`src/rtl/seg7_scan_n.sv`:
```
// Multiplexed common-anode 7-segment scanner: DIGITS hex digits, PWM brightness,
// frame-synchronous input shadowing. Optional leading-zero blanking via SEG7_LZB_EN.
module seg7_scan_n #(
    parameter int DIGITS    = 4,
    parameter int PHASE_LEN = 50000,
    parameter int BRIGHT_W  = 3
) (
    input  logic                  CLK,
    input  logic                  IN_CLR,
    input  logic [4*DIGITS-1:0]   D,
    input  logic [DIGITS-1:0]     DP,
    input  logic                  BLANK_LZ,
    input  logic [BRIGHT_W-1:0]   BRIGHT,
    output logic [7:0]            PATTERN,
    output logic [DIGITS-1:0]     DIGIT,
    output logic                  FRAME
);

    localparam int PH_W  = (PHASE_LEN > 1) ? $clog2(PHASE_LEN) : 1;
    localparam int IDX_W = (DIGITS > 1) ? $clog2(DIGITS) : 1;
    localparam logic [PH_W-1:0]  PH_MAX  = PH_W'(PHASE_LEN - 1);
    localparam logic [IDX_W-1:0] IDX_MAX = IDX_W'(DIGITS - 1);

    logic [PH_W-1:0]         phase_cnt;
    logic [BRIGHT_W-1:0]     step;
    logic [IDX_W-1:0]        idx;
    logic                    run;
    logic [DIGITS-1:0][3:0]  shadow_d;
    logic [DIGITS-1:0]       shadow_dp;

    logic                    phase_wrap, step_wrap, frame_wrap;
    logic                    lit, blank;
    logic [6:0]              seg;
    logic [7:0]              pattern_nxt;
    logic [DIGITS-1:0]       digit_nxt;

    function automatic logic [6:0] hex7(input logic [3:0] v);
        case (v)
            4'h0: hex7 = 7'h40;
            4'h1: hex7 = 7'h79;
            4'h2: hex7 = 7'h24;
            4'h3: hex7 = 7'h30;
            4'h4: hex7 = 7'h19;
            4'h5: hex7 = 7'h12;
            4'h6: hex7 = 7'h02;
            4'h7: hex7 = 7'h78;
            4'h8: hex7 = 7'h00;
            4'h9: hex7 = 7'h10;
            4'hA: hex7 = 7'h08;
            4'hB: hex7 = 7'h03;
            4'hC: hex7 = 7'h46;
            4'hD: hex7 = 7'h21;
            4'hE: hex7 = 7'h06;
            default: hex7 = 7'h0E;
        endcase
    endfunction

    assign phase_wrap = (phase_cnt == PH_MAX);
    assign step_wrap  = phase_wrap && (step == '1);
    assign frame_wrap = step_wrap && (idx == IDX_MAX);

`ifdef SEG7_LZB_EN
    // zero_from[i]: digit i and every higher digit hold zero in the shadow
    logic [DIGITS-1:0] zero_from;
    assign zero_from[DIGITS-1] = (shadow_d[DIGITS-1] == 4'h0);
    for (genvar i = 0; i < DIGITS - 1; i++) begin : g_lz
        assign zero_from[i] = zero_from[i+1] && (shadow_d[i] == 4'h0);
    end
    assign blank = BLANK_LZ && (idx != '0) && zero_from[idx];
`else
    logic unused_blank_lz;
    assign unused_blank_lz = BLANK_LZ;
    assign blank = 1'b0;
`endif

    always_comb begin
        lit         = (step <= BRIGHT);
        seg         = blank ? 7'h7F : hex7(shadow_d[idx]);
        pattern_nxt = 8'hFF;
        digit_nxt   = '1;
        if (lit) begin
            pattern_nxt = {~shadow_dp[idx], seg};
            digit_nxt   = ~(DIGITS'(1) << idx);
        end
    end

    // run holds the counters for one cycle after reset so slot 0 is full length
    always_ff @(posedge CLK) begin
        if (IN_CLR) begin
            phase_cnt <= '0;
            step      <= '0;
            idx       <= '0;
            run       <= 1'b0;
            shadow_d  <= D;
            shadow_dp <= DP;
            PATTERN   <= 8'hFF;
            DIGIT     <= '1;
            FRAME     <= 1'b0;
        end else begin
            run     <= 1'b1;
            PATTERN <= 8'hFF;
            DIGIT   <= '1;
            FRAME   <= 1'b0;
            if (run) begin
                PATTERN   <= pattern_nxt;
                DIGIT     <= digit_nxt;
                FRAME     <= frame_wrap;
                phase_cnt <= phase_wrap ? '0 : phase_cnt + 1'b1;
                if (phase_wrap)
                    step <= step + 1'b1;
                if (step_wrap)
                    idx <= (idx == IDX_MAX) ? '0 : idx + 1'b1;
                if (frame_wrap) begin
                    shadow_d  <= D;
                    shadow_dp <= DP;
                end
            end
        end
    end

endmodule

```
`config.mk`:
```
export PLATFORM = sky130hd
export DESIGN_NAME = seg7_scan_n
export DESIGN_NICKNAME = d
export VERILOG_FILES = /design/src/rtl/seg7_scan_n.sv
export SDC_FILE = /design/constraint.sdc
export NUM_CORES = 1
export LEC_CHECK = 0
export ABC_CLOCK_PERIOD_IN_PS = 2600
export CAP_MARGIN = 10
export CORE_ASPECT_RATIO = 1.4
export CORE_MARGIN = 3
export CORE_UTILIZATION = 53
export DETAILED_ROUTE_END_ITERATION = 7
export GPL_TIMING_DRIVEN = 0
export PLACE_DENSITY = 0.79
export SYNTH_ARGS = -nofsm -noshare
export SYNTH_HDL_FRONTEND = slang
export SYNTH_SLANG_ARGS = --single-unit
```
`constraint.sdc`:
```
create_clock -name CLK -period 2.6 [get_ports CLK]
set_input_delay 0.52 -clock CLK [delete_from_list [all_inputs] [get_ports CLK]]
set_output_delay 0.52 -clock CLK [all_outputs]
set_load 0.02 [all_outputs]
```
==> metrics.md, run 1 <==
| Metric | Value |
|---|---|
| Slowest cell on crit path | clkdlybuf4s50_1 |
| Via Count | 1675 |
| CTS root buf | clkbuf_8 |
| Slew HR | 46.7% |
| Netlist cell types | 38 |
| Max Fclk | 410 MHz |
| Status | finished, final reports clean |
| Worst-path cell chain | clkdlybuf4s50_1 -> inv_1 -> ha_1 -> nor2b_1 -> o21a_1 -> o21ai_0 -> and3_1 -> clkbuf_1 -> o221ai_1 |
| Wire length of the first global-routing pass | 7010 um |
| Multi-input gate area | 1060 um^2 |
| Drt first pass iters | 4 |
| EDFF count, synth | 20 |
| Setup crit end kind | register |
| RSZ-0062 raised after global routing | no |
| Clock sink count | 55 |
| DP Cell Count | 311 |
| Max_cap viols | 0 |
| Switching power | 0.000333 W |
| Gr usage total | 16.0% |
| Minimum clock period | 2.44 ns |
| Critical path class | input port to register |
| Post-DP HPWL | 3070 um |
| Placed cell area | 2880 um^2 |
| Wirelength per Cell | 12.8 um |
| TritonCTS clock tree | done |
| Comb pwr share | 9.2% |
| Clock latency on the worst-skew pair | 0.30 ns |
| Seq/Total Area, Yosys | 53.2% |
| Ports | 39 |
| Max Slew Vio Count | 0 |
| Clock-pin slew on the worst setup and hold paths | 0.09 ns |
| DRT iter0 DRCs | 71 |
| Crit Path Max Fanout | 10 |
| DRC | 0 |
| Design Power | 0.00151 W |
| Min-Delay Path Class | register to register |
| Die height | 86.4 um |
| CTS Buffer Depth | 2 |
| Area of the die | 5480 um^2 |
| Post-CTS setup repair buffer count | 0 |
| Die Wd | 63.4 um |
| Final Cycle Share | 93.8% |
| Lkg Pwr | 1.15 nW |
| Initial antenna violation count | 0 |
| PwrDens | 511 nW/um^2 |
| Diode count | 0 |
| Max incr delay on CP | 0.46 ns |
| Worst Skew | 0.00781 ns |
| Layout cell share with drive strength beyond 1 | 5.02% |
| Vias in the first global route | 1650 |
| Cts hold-fix bufs | 0 |
| Row count | 28 |
| RePlAce Congestion | 0.809 |
| Fill count | 351 |
| Layout net count | 300 |
| Starting density of the core | 56.3% |
| P_int | 0.00118 W |
| Clock share of power | 29.3% |
| Final Setup Violations | 0 |
| Synthesis-stage register bit count | 55 |
| Slew of the pin with the lowest slew margin | 0.798 ns |
| Resized Gates After CTS | 0 |
| Synth Flop Type | dfxtp_1 |
| Worst Setup Start Kind | input port |
| Final Cell Area | 2960 um^2 |
| Routed Antenna Nets | 0 |
| Post-Route Setup TNS | 0 ns |
| Global route total overflow | 0 |
| Area added between synthesis and finish | 21.2% |
| Final hold violations | 0 |
| Core area | 4340 um^2 |
| Post-layout util | 68.2% |
| Synth Instances | 215 |
| Num CTS Buffers | 5 |
| Routed wire length | 4070 um |
| Vias per inst | 5.25 |
| VDD IR max | 401 uV |
| Net Sw Frac | 22.0% |
| Syn nets | 257 |
| I/O Buffers | 36 |
| Largest net degree at the start of global routing | 21 |
| Async set-or-reset flop fraction in the synthesized netlist | 0% |
| H-tree depth | 2 |
| Final std cells w/o fill | 319 |
| Sequential Area | 1300 um^2 |
| Mapped Area | 2440 um^2 |
| Worst path required time | 2.76 ns |
| Flop pwr share | 61.6% |
| Crit path arrival time | 2.60 ns |
| Post-Syn Area per Cell | 11.4 um^2 |
| Synth warn | 0 |
## critical path, delay by kind of cell
family                     cells  cell delay, ns
adders and majority gates      1            0.29
AOI/OAI and AO/OA              3            0.57
buffers and inverters          3            0.85
and+or+nand+nor                2            0.36
## synth_stat cells, types with 4 or more instances
cell type | n | area (um^2)
and3_1 | 5 | 31.3
dfxtp_1 | 35 | 701
edfxtp_1 | 20 | 601
ha_1 | 16 | 200
inv_1 | 11 | 41.3
mux2i_1 | 10 | 100
mux4_1 | 4 | 105
nand2_1 | 28 | 105
nand3_1 | 4 | 20.0
nand4_1 | 4 | 25.0
nor2_1 | 24 | 90.1
o21ai_0 | 4 | 20.0
xnor2_1 | 8 | 70.1
xor2_1 | 8 | 70.1
## sequential cells by signal, summed over array words and instances (netlist names)
signal and cells:
phase_cnt 16, shadow_d 16, PATTERN 8, DIGIT 4, shadow_dp 4, step 3
idx 2, FRAME 1, run 1
## placed cells by master (no fill, tap or decap), drive strengths merged, types with 3 or more instances in the layout
cell	Yosys	final
and3	5	5
buf	4	4
clkbuf	2	7
clkdlybuf4s50	0	36
dfxtp	35	35
edfxtp	20	20
ha	16	16
inv	11	11
mux2i	10	10
mux4	4	4
nand2	28	28
nand3	4	4
nand4	5	5
nor2	24	24
o21ai	4	4
o221ai	3	3
xnor2	8	8
xor2	8	8
## area by class of cell
class / count / share of cell area [%]
tap: 60 / 2.53
sequential: 55 / 43.9
multi-input combinational: 143 / 35.9
inverter: 11 / 1.39
buffer: 6 / 1.31
timing repair buffer: 36 / 12.2
clock buffer: 5 / 2.32
clock inverter: 3 / 0.507
## metal layers
layer  up-vias  track usage [%]  wire length (um)
li1        844                -                 -
met5         -                0                 0
met4         0             7.66                86
met2        34             29.0              2150
met1       788             18.0              1680
met3         9             2.98               148
## metrics by stage
stage          setup WS, ns  hold WS, ns
2_1_floorplan         0.559        0.437
3_3_place_gp        -0.0945        0.455
3_5_place_dp         -0.185        0.461
4_1_cts               0.134        0.474
5_1_grt             0.00530        0.496
6_report              0.161        0.473
## final timing paths
check,start,to,slack [ns],cells past startpoint
worst max-delay path,BRIGHT[1],PATTERN[1]$_SDFF_PP1_,0.16,9
worst min-delay path,phase_cnt[15]$_SDFFE_PP0P_,phase_cnt[15]$_SDFFE_PP0P_,0.47,1
worst max register to register,phase_cnt[0]$_SDFFE_PP0P_,shadow_dp[3]$_DFFE_PP_,0.23,6
worst min register to register,phase_cnt[15]$_SDFFE_PP0P_,phase_cnt[15]$_SDFFE_PP0P_,0.47,1
## power by group through the flow
stage | combinational, W | clock (W) | sequential [W]
after floorplan | 0.0000634 | 0 | 0.000960
after global placement | 0.000136 | 0 | 0.000951
after detailed placement | 0.000140 | 0 | 0.000952
after CTS | 0.000141 | 0.000461 | 0.000932
after global routing | 0.000154 | 0.000487 | 0.000935
final | 0.000139 | 0.000443 | 0.000932
## cell families (layout without fill, tap and decap cells)
kind of cell	count (synthesis)	in the layout	share of synthesized area, %
adder cells (fa/ha/maj)	16	16	8.19
buffers and inverters	17	61	3.28
AO/OA/AOI/OAI	18	18	5.22
AND/OR/NAND/NOR	78	78	15.4
multiplexers	15	15	9.01
XOR/XNOR	16	16	5.73
flip-flops	55	55	53.2
Note: power is estimated with default switching activity, not from simulation.
==> run 2, diff against run 1 <==
==> constraint.sdc (replaced) <==
create_clock -name CLK -period 2.6 [get_ports CLK]
set_input_delay 0.65 -clock CLK [delete_from_list [all_inputs] [get_ports CLK]]
set_output_delay 0.65 -clock CLK [all_outputs]
set_load 0.02 [all_outputs]
==> run 2 against run 1 <==
  * Routed wire length hardly changed
  * Largest cell class unchanged
  * Via count rose by 0.12%
  * Global-route usage is the same
  * Clock skew did not move
  * Power barely moved
==> metrics.md, run 2 (same netlist as run 1, synthesis figures left out) <==
| Metric | Value |
|---|---|
| Clock latency on the worst-skew pair | 0.30 ns (about the same) |
| Placed cell area | 2880 um^2 (unchanged) |
| Minimum clock period | 2.38 ns (-0.0575 ns) |
| Post-CTS setup repair buffer count | 0 (unchanged) |
| Most common cell after layout, fill and taps aside | clkdlybuf4s50_1 |
| Final hold violations | 0 (unchanged) |
| Gr usage total | 16.0% (unchanged) |
| Commonest non-fill, non-tap cells in the layout | clkdlybuf4s50_1 (36), dfxtp_1 (35), nand2_1 (28) |
| Num CTS Buffers | 5 (unchanged) |
| Worst path required time | 2.78 ns (+0.02 ns) |
| Crit Path Max Fanout | 10 (unchanged) |
| Clock share of power | 29.2% (about the same) |
| PwrDens | 510 nW/um^2 (about the same) |
| RSZ-0062 raised after global routing | no |
| Max Fclk | 420 MHz (+2.4%) |
| Slowest cell on crit path | clkdlybuf4s50_1 |
| I/O Buffers | 36 (unchanged) |
| Routed Antenna Nets | 0 (unchanged) |
| Clock-pin slew on the worst setup and hold paths | 0.09 ns (about the same) |
| Core area | 4340 um^2 (unchanged) |
| CP bufs+invs | 3 (unchanged) |
| Wirelength per Cell | 12.7 um (about the same) |
| Max Slew Vio Count | 0 (unchanged) |
| Setup crit end kind | register |
| Area added between synthesis and finish | 21.3% (about the same) |
| Net Sw Frac | 22.0% (about the same) |
| Final Cycle Share | 91.6% (-2.2 points) |
| Kind of cell adding the most delay to the critical path | buffers and inverters |
| Slew of the pin with the lowest slew margin | 0.798 ns (-0.000000715 ns) |
| Fill count | 351 (unchanged) |
| Setup ws final | 0.218 ns (+0.0575 ns) |
| Max_cap viols | 0 (unchanged) |
| Clock sink count | 55 (unchanged) |
| Lkg Pwr | 1.15 nW (+0.28%) |
| Final Cell Area | 2970 um^2 (about the same) |
| Vias per inst | 5.26 (+0.12%) |
| Area of the die | 5480 um^2 (unchanged) |
| Row count | 28 (unchanged) |
| Ports | 39 (unchanged) |
| Regs by FF count | phase_cnt: 16 flops, shadow_d: 16 flops, PATTERN: 8 flops |
| DRT iter0 DRCs | 72 (+1.4%) |
| Worst Setup Start Kind | input port |
| Worst Skew | 0.00781 ns (unchanged) |
| Initial antenna violation count | 0 (unchanged) |
| Vias in the first global route | 1650 (unchanged) |
| Flop pwr share | 61.5% (about the same) |
| Final Setup Violations | 0 (unchanged) |
| P_int | 0.00118 W (about the same) |
| Die Wd | 63.4 um (unchanged) |
| RePlAce Congestion | 0.809 (unchanged) |
| DP Worst Slack | -0.315 ns (-0.130 ns) |
| Post-Route Setup TNS | 0 ns (unchanged) |
| Layout cell share with drive strength beyond 1 | 5.41% (+0.39 points) |
| TritonCTS clock tree | done |
| Design Power | 0.00151 W (about the same) |
| Slew HR | 46.7% (unchanged) |
| Worst-path cell chain | clkdlybuf4s50_1 -> inv_1 -> ha_1 -> nor2b_1 -> o21a_1 -> o21ai_0 -> and3_1 -> clkbuf_2 -> o221ai_1 |
| Largest net degree at the start of global routing | 21 (unchanged) |
| Final std cells w/o fill | 319 (unchanged) |
| Drt first pass iters | 4 (unchanged) |
| Max incr delay on CP | 0.46 ns (about the same) |
| Crit path arrival time | 2.56 ns (-0.04 ns) |
| CTS root buf | clkbuf_8 |
| Comb pwr share | 9.2% (about the same) |
| CTS Buffer Depth | 2 (unchanged) |
| Die height | 86.4 um (unchanged) |
| DP Cell Count | 311 (unchanged) |
| VDD IR max | 401 uV (about the same) |
| Routed wire length | 4070 um (about the same) |
| Cts hold-fix bufs | 0 (unchanged) |
| Global route total overflow | 0 (unchanged) |
| Min-Delay Path Class | register to register |
| Switching power | 0.000333 W (about the same) |
| Wire length of the first global-routing pass | 7010 um (unchanged) |
| Layout net count | 300 (unchanged) |
| Starting density of the core | 56.3% (unchanged) |
| Post-DP HPWL | 3070 um (unchanged) |
| Via Count | 1677 (+0.12%) |
| Critical path class | input port to register |
| Status | finished, final reports clean |
| H-tree depth | 2 (unchanged) |
| Diode count | 0 (unchanged) |
| DRC | 0 (unchanged) |
## run 2: cell count changes in the layout (fill, tap and decap cells not counted)
cell      before  now
clkbuf_1       2    1
clkbuf_2       0    1
## run 2: stage by stage
step	utilization [%]	hold WS [ns]
2_1_floorplan	-	0.437
3_3_place_gp	66.3	0.455
3_5_place_dp	66.3	0.461
4_1_cts	68.2	0.474
5_1_grt	68.3	0.496
6_report	68.3	0.473
## run 2: power groups by stage
| stage | registers (W) | logic [W] | clock network, W |
|---|---|---|---|
| 3_5_place_dp | 0.000952 | 0.000140 | 0 |
| 5_1_grt | 0.000935 | 0.000154 | 0.000487 |
| 2_1_floorplan | 0.000960 | 0.0000634 | 0 |
| 6_report | 0.000932 | 0.000139 | 0.000443 |
| 3_3_place_gp | 0.000951 | 0.000136 | 0 |
| 4_1_cts | 0.000932 | 0.000141 | 0.000461 |
## run 2: path summary, 6_finish.rpt
check	slack, ns	depth (start not counted)	startpoint	end
worst max-delay path	0.22	9	BRIGHT[1]	PATTERN[1]$_SDFF_PP1_
worst min-delay path	0.47	1	phase_cnt[15]$_SDFFE_PP0P_	phase_cnt[15]$_SDFFE_PP0P_
worst max register to register	0.23	6	phase_cnt[0]$_SDFFE_PP0P_	shadow_dp[3]$_DFFE_PP_
worst min register to register	0.47	1	phase_cnt[15]$_SDFFE_PP0P_	phase_cnt[15]$_SDFFE_PP0P_
## run 2: worst register-to-register path, stage by stage (launching register included)
cell     delay (ns)
dfxtp_1        0.38
ha_1           0.21
and4_1         0.24
nand4_1        0.30
nor2_1         0.18
nand2_1        0.09
nand2_1        0.60
## run 2: cell type report
cell class / instances / area (um^2) / area share (%)
multi-input combinational: 143 / 1060 / 35.9
inverter: 11 / 41.3 / 1.39
timing repair buffer: 36 / 360 / 12.2
buffer: 6 / 40.0 / 1.35
clock inverter: 3 / 15.0 / 0.506
tap: 60 / 75.1 / 2.53
sequential: 55 / 1300 / 43.9
clock buffer: 5 / 68.8 / 2.32
## run 2: layer usage
| layer | track usage [%] | vias to the layer above | routed length, um |
|---|---|---|---|
| met2 | 29.0 | 34 | 2150 |
| met5 | 0 | - | 0 |
| met4 | 7.66 | 0 | 86 |
| li1 | - | 844 | - |
| met3 | 2.98 | 9 | 148 |
| met1 | 18.0 | 790 | 1680 |
## run 2: repair_timing
action,in CTS,in global routing
resized for setup,0,2
hold endpoints to repair,0,0
setup endpoints to repair,0,4
